==> src/rtl/regfile_pkg.sv <==
// Shared types and constants for the scoreboarded RV32I register file.
// The optional write-to-read bypass is selected by the REGFILE_BYPASS_EN macro.
package regfile_pkg;

    typedef enum logic {
        IDLE  = 1'b0,
        CLEAR = 1'b1
    } clr_state_t;

    localparam int DEFAULT_XLEN  = 32;
    localparam int DEFAULT_NREGS = 32;

    localparam int REG_ZERO = 0;
    localparam int REG_RA   = 1;
    localparam int REG_SP   = 2;
    localparam int REG_A0   = 10;

endpackage

==> src/rtl/register_file_sb_if.sv <==
// Decode/writeback-facing bus of the register file.
// The master side is the core pipeline; the slave side is the register file.
import regfile_pkg::*;

interface register_file_sb_if #(
    parameter int XLEN  = DEFAULT_XLEN,
    parameter int NREGS = DEFAULT_NREGS,
    parameter int NRD   = 2
);
    localparam int AW = $clog2(NREGS);

    logic [NRD*AW-1:0]   rd_addr;
    logic [NRD*XLEN-1:0] rd_data;
    logic [NRD-1:0]      rd_busy;
    logic                wr_ena;
    logic [AW-1:0]       wr_addr;
    logic [XLEN-1:0]     wr_data;
    logic                claim_ena;
    logic [AW-1:0]       claim_addr;
    logic                clr_req;
    logic                clr_busy;

    modport master (
        output rd_addr, wr_ena, wr_addr, wr_data, claim_ena, claim_addr, clr_req,
        input  rd_data, rd_busy, clr_busy
    );

    modport slave (
        input  rd_addr, wr_ena, wr_addr, wr_data, claim_ena, claim_addr, clr_req,
        output rd_data, rd_busy, clr_busy
    );

endinterface

==> src/rtl/regfile_clear_seq.sv <==
// Bulk-clear sequencer: walks registers 1..NREGS-1, one per cycle, after a clear request.
import regfile_pkg::*;

module regfile_clear_seq #(
    parameter int NREGS = DEFAULT_NREGS,
    parameter int AW    = $clog2(NREGS)
) (
    input  logic          clk,
    input  logic          rst,
    input  logic          i_clr_req,
    output logic          o_clr_busy,
    output logic [AW-1:0] o_clr_addr,
    output logic          o_clr_we
);

    clr_state_t    r_state;
    logic [AW-1:0] r_cnt;
    logic          r_busy;

    // Register 0 is hardwired, so the walk starts at 1 and exits after NREGS-1.
    always_ff @(posedge clk or posedge rst) begin
        if (rst) begin
            r_state <= IDLE;
            r_cnt   <= '0;
            r_busy  <= 1'b0;
        end else begin
            case (r_state)
                IDLE: begin
                    if (i_clr_req) begin
                        r_state <= CLEAR;
                        r_cnt   <= AW'(1);
                        r_busy  <= 1'b1;
                    end
                end
                CLEAR: begin
                    if (r_cnt == AW'(NREGS - 1)) begin
                        r_state <= IDLE;
                        r_cnt   <= '0;
                        r_busy  <= 1'b0;
                    end else begin
                        r_cnt <= r_cnt + 1'b1;
                    end
                end
                default: begin
                    r_state <= IDLE;
                    r_cnt   <= '0;
                    r_busy  <= 1'b0;
                end
            endcase
        end
    end

    assign o_clr_busy = r_busy;
    assign o_clr_we   = r_busy;
    assign o_clr_addr = r_cnt;

endmodule

==> src/rtl/regfile_reg.sv <==
// Single architectural register: load enable plus a per-instance reset value.
module regfile_reg #(
    parameter int           W         = 32,
    parameter logic [W-1:0] RESET_VAL = '0
) (
    input  logic         clk,
    input  logic         rst,
    input  logic         i_en,
    input  logic [W-1:0] i_d,
    output logic [W-1:0] o_q
);

    logic [W-1:0] r_q;

    always_ff @(posedge clk or posedge rst) begin
        if (rst)
            r_q <= RESET_VAL;
        else if (i_en)
            r_q <= i_d;
    end

    assign o_q = r_q;

endmodule

==> src/rtl/register_file_sb.sv <==
// Multi-read-port register file with busy scoreboard and sequential bulk clear.
// Define REGFILE_BYPASS_EN to forward same-cycle writeback data to the read ports.
import regfile_pkg::*;

module register_file_sb #(
    parameter int              XLEN     = DEFAULT_XLEN,
    parameter int              NREGS    = DEFAULT_NREGS,
    parameter int              NRD      = 2,
    parameter int              ARGV_REG = REG_A0,
    parameter logic [XLEN-1:0] ARGV_VAL = '0
) (
    input logic               clk,
    input logic               rst,
    register_file_sb_if.slave bus
);

    localparam int AW = $clog2(NREGS);

    logic            w_clr_busy;
    logic            w_clr_we;
    logic [AW-1:0]   w_clr_addr;
    logic [XLEN-1:0] w_regs [NREGS];
    logic [NREGS-1:0] r_busy;
    logic [NRD*XLEN-1:0] w_rd_data;
    logic [NRD-1:0]      w_rd_busy;

    regfile_clear_seq #(
        .NREGS (NREGS),
        .AW    (AW)
    ) u_clear_seq (
        .clk        (clk),
        .rst        (rst),
        .i_clr_req  (bus.clr_req),
        .o_clr_busy (w_clr_busy),
        .o_clr_addr (w_clr_addr),
        .o_clr_we   (w_clr_we)
    );

    assign w_regs[0] = '0;

    // The clear engine owns the write path while it runs; writeback is ignored then.
    for (genvar g = 1; g < NREGS; g++) begin : g_reg
        localparam logic [XLEN-1:0] RV = (g == ARGV_REG) ? ARGV_VAL : '0;
        logic            w_en;
        logic [XLEN-1:0] w_d;

        assign w_en = w_clr_we ? (w_clr_addr == AW'(g))
                               : (bus.wr_ena && (bus.wr_addr == AW'(g)));
        assign w_d  = w_clr_we ? RV : bus.wr_data;

        regfile_reg #(
            .W         (XLEN),
            .RESET_VAL (RV)
        ) u_reg (
            .clk  (clk),
            .rst  (rst),
            .i_en (w_en),
            .i_d  (w_d),
            .o_q  (w_regs[g])
        );
    end

    // A same-edge claim beats the write because it belongs to a newer instruction.
    always_ff @(posedge clk or posedge rst) begin
        if (rst) begin
            r_busy <= '0;
        end else begin
            r_busy[0] <= 1'b0;
            for (int i = 1; i < NREGS; i++) begin
                if (w_clr_we) begin
                    if (w_clr_addr == AW'(i))
                        r_busy[i] <= 1'b0;
                end else if (bus.claim_ena && (bus.claim_addr == AW'(i))) begin
                    r_busy[i] <= 1'b1;
                end else if (bus.wr_ena && (bus.wr_addr == AW'(i))) begin
                    r_busy[i] <= 1'b0;
                end
            end
        end
    end

    always_comb begin
        w_rd_data = '0;
        w_rd_busy = '0;
        for (int p = 0; p < NRD; p++) begin
            w_rd_data[p*XLEN +: XLEN] = w_regs[bus.rd_addr[p*AW +: AW]];
            w_rd_busy[p]              = r_busy[bus.rd_addr[p*AW +: AW]];
`ifdef REGFILE_BYPASS_EN
            if (!w_clr_busy && bus.wr_ena && (bus.wr_addr != '0) &&
                (bus.wr_addr == bus.rd_addr[p*AW +: AW])) begin
                w_rd_data[p*XLEN +: XLEN] = bus.wr_data;
                w_rd_busy[p] = bus.claim_ena && (bus.claim_addr == bus.wr_addr);
            end
`endif
        end
    end

    assign bus.rd_data  = w_rd_data;
    assign bus.rd_busy  = w_rd_busy;
    assign bus.clr_busy = w_clr_busy;

endmodule
==> src/flat_wrapper.sv <==
// flat-port wrapper written by rule: the top's interface ports become plain ports
module register_file_sb_flat 
#(
    parameter int              XLEN     = DEFAULT_XLEN,
    parameter int              NREGS    = DEFAULT_NREGS,
    parameter int              NRD      = 2,
    parameter int              ARGV_REG = REG_A0,
    parameter logic [XLEN-1:0] ARGV_VAL = '0
)
  (clk, rst, bus_rd_addr, bus_wr_ena, bus_wr_addr, bus_wr_data, bus_claim_ena, bus_claim_addr, bus_clr_req, bus_rd_data, bus_rd_busy, bus_clr_busy);
  register_file_sb_if #(.XLEN(XLEN), .NREGS(NREGS), .NRD(NRD)) bus_i ();
  input logic clk;
  input logic rst;
  input wire logic [$bits(bus_i.rd_addr)-1:0] bus_rd_addr;
  input wire logic [$bits(bus_i.wr_ena)-1:0] bus_wr_ena;
  input wire logic [$bits(bus_i.wr_addr)-1:0] bus_wr_addr;
  input wire logic [$bits(bus_i.wr_data)-1:0] bus_wr_data;
  input wire logic [$bits(bus_i.claim_ena)-1:0] bus_claim_ena;
  input wire logic [$bits(bus_i.claim_addr)-1:0] bus_claim_addr;
  input wire logic [$bits(bus_i.clr_req)-1:0] bus_clr_req;
  output wire logic [$bits(bus_i.rd_data)-1:0] bus_rd_data;
  output wire logic [$bits(bus_i.rd_busy)-1:0] bus_rd_busy;
  output wire logic [$bits(bus_i.clr_busy)-1:0] bus_clr_busy;
  assign bus_i.rd_addr = bus_rd_addr;
  assign bus_i.wr_ena = bus_wr_ena;
  assign bus_i.wr_addr = bus_wr_addr;
  assign bus_i.wr_data = bus_wr_data;
  assign bus_i.claim_ena = bus_claim_ena;
  assign bus_i.claim_addr = bus_claim_addr;
  assign bus_i.clr_req = bus_clr_req;
  assign bus_rd_data = bus_i.rd_data;
  assign bus_rd_busy = bus_i.rd_busy;
  assign bus_clr_busy = bus_i.clr_busy;
  register_file_sb #(.XLEN(XLEN), .NREGS(NREGS), .NRD(NRD), .ARGV_REG(ARGV_REG), .ARGV_VAL(ARGV_VAL)) u_core (.clk(clk), .rst(rst), .bus(bus_i));
endmodule
==> config.mk <==
export PLATFORM = sky130hd
export DESIGN_NAME = register_file_sb_flat
export DESIGN_NICKNAME = d
export VERILOG_FILES = /design/src/rtl/regfile_pkg.sv /design/src/rtl/register_file_sb_if.sv /design/src/rtl/regfile_clear_seq.sv /design/src/rtl/regfile_reg.sv /design/src/rtl/register_file_sb.sv /design/src/flat_wrapper.sv
export SDC_FILE = /design/constraint.sdc
export NUM_CORES = 2
export LEC_CHECK = 0
export ABC_AREA = 1
export BUFFER_PORTS_ARGS = -buffer_cell sky130_fd_sc_hd__buf_2
export CAP_MARGIN = 0
export CORE_MARGIN = 2
export CORE_UTILIZATION = 50
export CTS_BUF_LIST = sky130_fd_sc_hd__clkbuf_8
export CTS_CLUSTER_SIZE = 16
export DETAILED_ROUTE_END_ITERATION = 16
export PLACE_DENSITY = 0.75
export SLEW_MARGIN = 0
export SYNTH_ARGS = -nofsm -noshare
export SYNTH_HDL_FRONTEND = slang
export SYNTH_SLANG_ARGS = --single-unit
==> constraint.sdc <==
create_clock -name clk -period 29.5 [get_ports clk]
set_input_delay 0 -clock clk [delete_from_list [all_inputs] [get_ports clk]]
set_output_delay 0 -clock clk [all_outputs]
set_load 0.03 [all_outputs]
---- Word-level counts from Yosys, hierarchy flattened ----
Cells that the tools add are included.
storage, ports and cells
  input bits .............................. 57
  output and inout bits ................... 67
  flip-flop bits (word level) ............. 1030
  logic and storage cells ................. 498
cells by class
  muxes and demuxes ....................... 174
  equal/unequal tests ..................... 126
  bitwise gates (word level) .............. 3
  $lt $le $gt $ge ......................... 4
  add/sub/neg operators ................... 1
  reductions and logical operators ........ 125
operators with widths
  kind                 count
  $bmux 32 s5          2
  $eq 5x5->1 const B   48
  $mux 1               160
  $mux 32              5
  $eq 5x4->1 const B   24
  $reduce_bool 3->1    31
  $ne 2x1->1 const B   32
  $reduce_and 2->1     32
  $logic_and 1x1->1    62
  $eq 5x3->1 const B   12
  $eq 5x2->1 const B   6
  $eq 5x1->1 const B   3
  $ge 6x6->1 const B   2
  $lt 5x6->1 const B   2
  $not 5->6            2
  $bmux 1 s5           2
  $mux 5               2
  $pmux 5 s2           1
  $add 5x1->5 const B  1
  $pmux 1 s2           2
  $ne 2x2->1 const B   1
  $not 1->1            1

---- Depth between registers and ports, before layout ----
  depth after elaboration ................. 5
  mapped depth ............................ 11
  depth with buffers taken out ............ 9

---- By module ----
From an unflattened synthesis, not the netlist that was laid out.
second synthesis, totals
  cell total of the unflattened synthesis .. 9722
  area, all modules ....................... 64710.8 µm²
modules (own cells, without submodules)
  module             instances  sequential area each (µm²)  cells an instance  area an instance (µm²)
  regfile_reg        31         800.8                       137                1296.2
  register_file_sb   1          775.7                       5436               24169.4
  regfile_clear_seq  1          175.2                       39                 357.8

---- Worst setup path before layout ----
Ideal clock, no wire load.
  path type ............................... register to register
  start point ............................. register u_core.u_clear_seq.r_busy, in the netlist u_core.u_clear_seq.o_clr_busy
  end point ............................... register u_core.g_reg[31].u_reg.r_q[0]
  library setup time ...................... 133 ps
  arrival ................................. 1631 ps
  cell stages (with the launch flop) ...... 8
  clock period less this slack ............ 1764 ps
  required time ........................... 29367 ps
  setup slack ............................. 27736 ps
  path buffers ............................ 3
  cell sequence ........................... dfrtp_1 > buf_2 > nor2_4 > buf_4 > nand2_1 > o21ai_1 > buf_2 > o22ai_1
between the ends
  longest elaborated chain between the ends .. 1
  elaborated cells between the ends (all ways) .. 2
  classes of those cells .................. 2 x mux
ends and longest elaborated chain
  what                                      line                                            text
  start: declaration                        regfile_clear_seq.sv:18                         logic r_busy;
  start signal: assignment                  regfile_clear_seq.sv:25                         r_busy <= 1'b0;
  start signal: assignment                  regfile_clear_seq.sv:32                         r_busy <= 1'b1;
  start signal: assignment                  regfile_clear_seq.sv:39                         r_busy <= 1'b0;
  $mux 32 / $mux 1 (equally long branches)  register_file_sb.sv:49, register_file_sb.sv:47
  end signal: assignment                    regfile_reg.sv:19                               r_q <= i_d;
  end: declaration                          regfile_reg.sv:13                               logic [W-1:0] r_q;
Parallel ways exist; a longest one is shown, timed or not.
A chain may end at the register's enable or synchronous reset.

---- Worst setup path after layout ----
  start point ............................. register u_core.u_clear_seq.r_busy, in the netlist u_core.u_clear_seq.o_clr_busy
  end point ............................... register u_core.g_reg[14].u_reg.r_q[13]
between the ends
  longest elaborated chain between the ends .. 1
  elaborated cells between the ends (all ways) .. 2
  classes of those cells .................. 2 x mux
ends and longest elaborated chain
  what                                      line
  $mux 32 / $mux 1 (equally long branches)  register_file_sb.sv:49, register_file_sb.sv:47
  end signal: assignment                    regfile_reg.sv:19
  end: declaration                          regfile_reg.sv:13
Parallel ways exist; a longest one is shown, timed or not.

==> impl_metrics.tcl <==
set metrics [dict create \
    fmax_mhz 228 \
    p_seq_frac 0.420 \
    dr.first_iter.drc_count 10665 \
    ctsHoldBuffers 68 \
    clk_pin_slew_ns 0.06 \
    fin_nets 8824 \
    relSlewSlack 0.100 \
    synthAdderAreaFrac 0.00124 \
    port_buffers 123 \
    root_buffer "clkbuf_8" \
    pwr-share-clk 0.237 \
    vdd_drop_max_uv 59.2 \
    critPathKind "reg2reg" \
    syn_area_per_cell_um2 6.69 \
    p_per_area_mw_per_mm2 82.5 \
    intPower_mw 3.15 \
    setup_viol 0 \
    crit_fanout 39 \
    synthXorXnorAreaFrac 0 \
    max_stage_delay_ns 0.83 \
    clk_latency_ns 0.93 \
    avgViaCountPerCell 6.04 \
    hpwlAfterDp_um 118000 \
    synth_enable_flop_cells 0 \
    maxCapViolCount 0 \
    synthCells 9016 \
    swShare 0.411 \
    synthesis.nets 9079 \
    crit_slowest_cell "dlygate4sd3_1" \
    synth-main-ff-cell "dfrtp_1" \
    via_count 63325 \
    finalCriticalPeriod_ns 4.39 \
    skew_ns 0.0465 \
    startpoint_type "register" \
    setup_slack_ns 25.11 \
    areaGrowthSynthToFinish_pct 7.54 \
    die_y_um 351 \
    drv_slew 0 \
    overflow 0 \
    dp_slack_ns 25.65 \
    dpl_cell_area_mm2 0.0609 \
    fp.dieArea_mm2 0.124 \
    required_ns 30.23 \
    clock_sinks 1030 \
    hold_path_depth 4 \
    ys_seq_area_frac 0.427 \
    critPathCaptureType "register" \
    power_leakage_nw 31.7 \
    rr_worst_depth 7 \
    cp.arrival_ns 5.12 \
    drc 0 \
    grt_pass1_wl_um 351000 \
    worstMarginPinSlew_ns 1.35 \
    status "completed" \
    cp_common_cell "buf_4" \
    hold_slack_ns 0.0588 \
    setup_tns_ns 0 \
    cts_max_level 4 \
    ys_warn_count 0 \
    combPwrFrac 0.344 \
    yosysMostFrequentCell "nand2_1" \
    pin_count 124 \
    async_flop_share 1.00 \
    rows 127 \
    firstDrtPassIters 12 \
    synth-seq-cells 1030 \
    synth_common_cells "3079 x nand2_1, 1643 x nand3_1, 1030 x dfrtp_1, 1022 x inv_1, 621 x o21ai_0" \
    synth_top_family_by_area "simple AND/OR/NAND/NOR gates" \
    gp_congestion 0.904 \
    die_w_um 351 \
    wl_um 232000 \
    post-cts-setup-buffers 0 \
    min_period_over_period 0.149 \
    antenna_left 0 \
    cts_resized 0 \
    grt_setup_unrepaired "false" \
    hold_violations 0 \
    grt_max_degree 181 \
    dp.cells 10131 \
    cts.path.max_buffers 3 \
    post_drt_wl_per_cell_um 22.2 \
    antenna_found_initial 5 \
    numCtsBuffers 172 \
    yosys.cell_types.count 27 \
    drive_gt1_frac 0.0614 \
    synth.mux.area_fraction 0 \
    start_util 0.504 \
    synth_top_area_share 0.427 \
    grt_pass1_vias 58795 \
    fin_area_mm2 0.0649 \
    worstPathCellList "buf_4 -> nor3_2 -> dlygate4sd3_1 -> nand2_1 -> o21ai_4 -> buf_4 -> o21ai_0" \
    ys_top_cells_by_area "dfrtp_1 43%, nand2_1 19%, nand3_1 14%" \
    grt_use_total 0.370 \
    fin_cells 10490 \
    synth-compound-area-share 0.108 \
    syn_area_mm2 0.0604 \
    cts_tree "done" \
    synth-simple-area-share 0.346 \
    hold_path_class "in2reg" \
    synth_top_area_cell "dfrtp_1" \
    core_mm2 0.120 \
    p_switching_mw 2.20 \
]
[cell families after synthesis]
family / after synthesis
and+or+nand+nor: 4980
buffers and inverters: 1744
DFF: 1030
AOI/OAI and AO/OA: 1256
adders and majority gates: 6
[worst max-delay path: cells and delay by family, from the launching register on]
kind	cells	cell delay, ns
AOI/OAI and AO/OA	2	0.54
DFF	1	0.74
buffers and inverters	3	1.99
and+or+nand+nor	2	0.84
[cell usage in the layout, fill, tap and decap left out, drive strengths merged]
cell         netlist  final
o22ai            111    111
ha                 6      6
nor3               3      3
clkinvlp           0      7
o21ai            867    867
nor2             246    246
inv             1028   1086
o31ai              8      8
dlygate4sd3        0     68
a21oi            267    267
nand4              5      5
dfrtp           1030   1030
clkbuf           284    214
bufinv             0      1
clkinv             3     11
diode              0      3
o32ai              2      2
buf              429    216
nand3           1643   1643
a22oi              1      1
nand2           3083   3083
[power by group through the flow]
stage	sequential (mW)	combinational (mW)	clock, mW
after global placement	2.23	1.72	0
final	2.25	1.84	1.27
after floorplan	2.19	1.33	0
after detailed placement	2.25	1.77	0
after global routing	2.30	2.04	1.33
after CTS	2.23	1.79	1.27
[area by class of cell]
| cell class | count | area (um2) |
|---|---|---|
| antenna | 3 | 7.51 |
| clock buffer | 214 | 2950 |
| clock inverter | 74 | 354 |
| fill | 11310 | 54900 |
| inverter | 1031 | 3920 |
| multi-input combinational | 6242 | 27800 |
| sequential | 1030 | 25800 |
| tap | 1612 | 2020 |
| timing repair buffer | 284 | 2130 |
[flip-flops by register name, summed over array words and instances, names as in the netlist]
| register | cells |
|---|---|
| u_core.g.u_reg.o_q | 992 |
| u_core.r_busy | 31 |
| u_core.u_clear_seq.o_clr_addr | 5 |
| u_core.u_clear_seq.o_clr_busy | 1 |
| u_core.u_clear_seq.r_state | 1 |
[routing by layer]
layer  wire (um)  vias up  global-route usage
met2       97000     5084               0.547
met5          50        -                   0
met3       34600     1197               0.101
met4       16700        6               0.232
li1            -    28070                   -
met1       84000    28968               0.481
[through the flow]
stage                     utilization  total power, mW
after floorplan                     -             3.52
after global placement          0.508             3.95
after detailed placement        0.508             4.02
after CTS                       0.542             5.29
after global routing            0.542             5.67
final                           0.542             5.35
[final timing paths]
kind                                               startpoint                        endpoint  slack (ns)
worst max-delay path            u_core.u_clear_seq.o_clr_busy  u_core.g_reg[14].u_reg.o_q[13]       25.11
worst min-delay path                          bus_wr_data[27]  u_core.g_reg[31].u_reg.o_q[27]        0.06
worst max register to register  u_core.u_clear_seq.o_clr_busy  u_core.g_reg[14].u_reg.o_q[13]       25.11
worst min register to register     u_core.u_clear_seq.r_state   u_core.u_clear_seq.o_clr_busy        0.48
max in group asynchronous                                 rst   u_core.g_reg[8].u_reg.o_q[16]       25.70
min in group asynchronous                                 rst   u_core.g_reg[7].u_reg.o_q[30]        0.45
(Power assumes the default switching activity.)
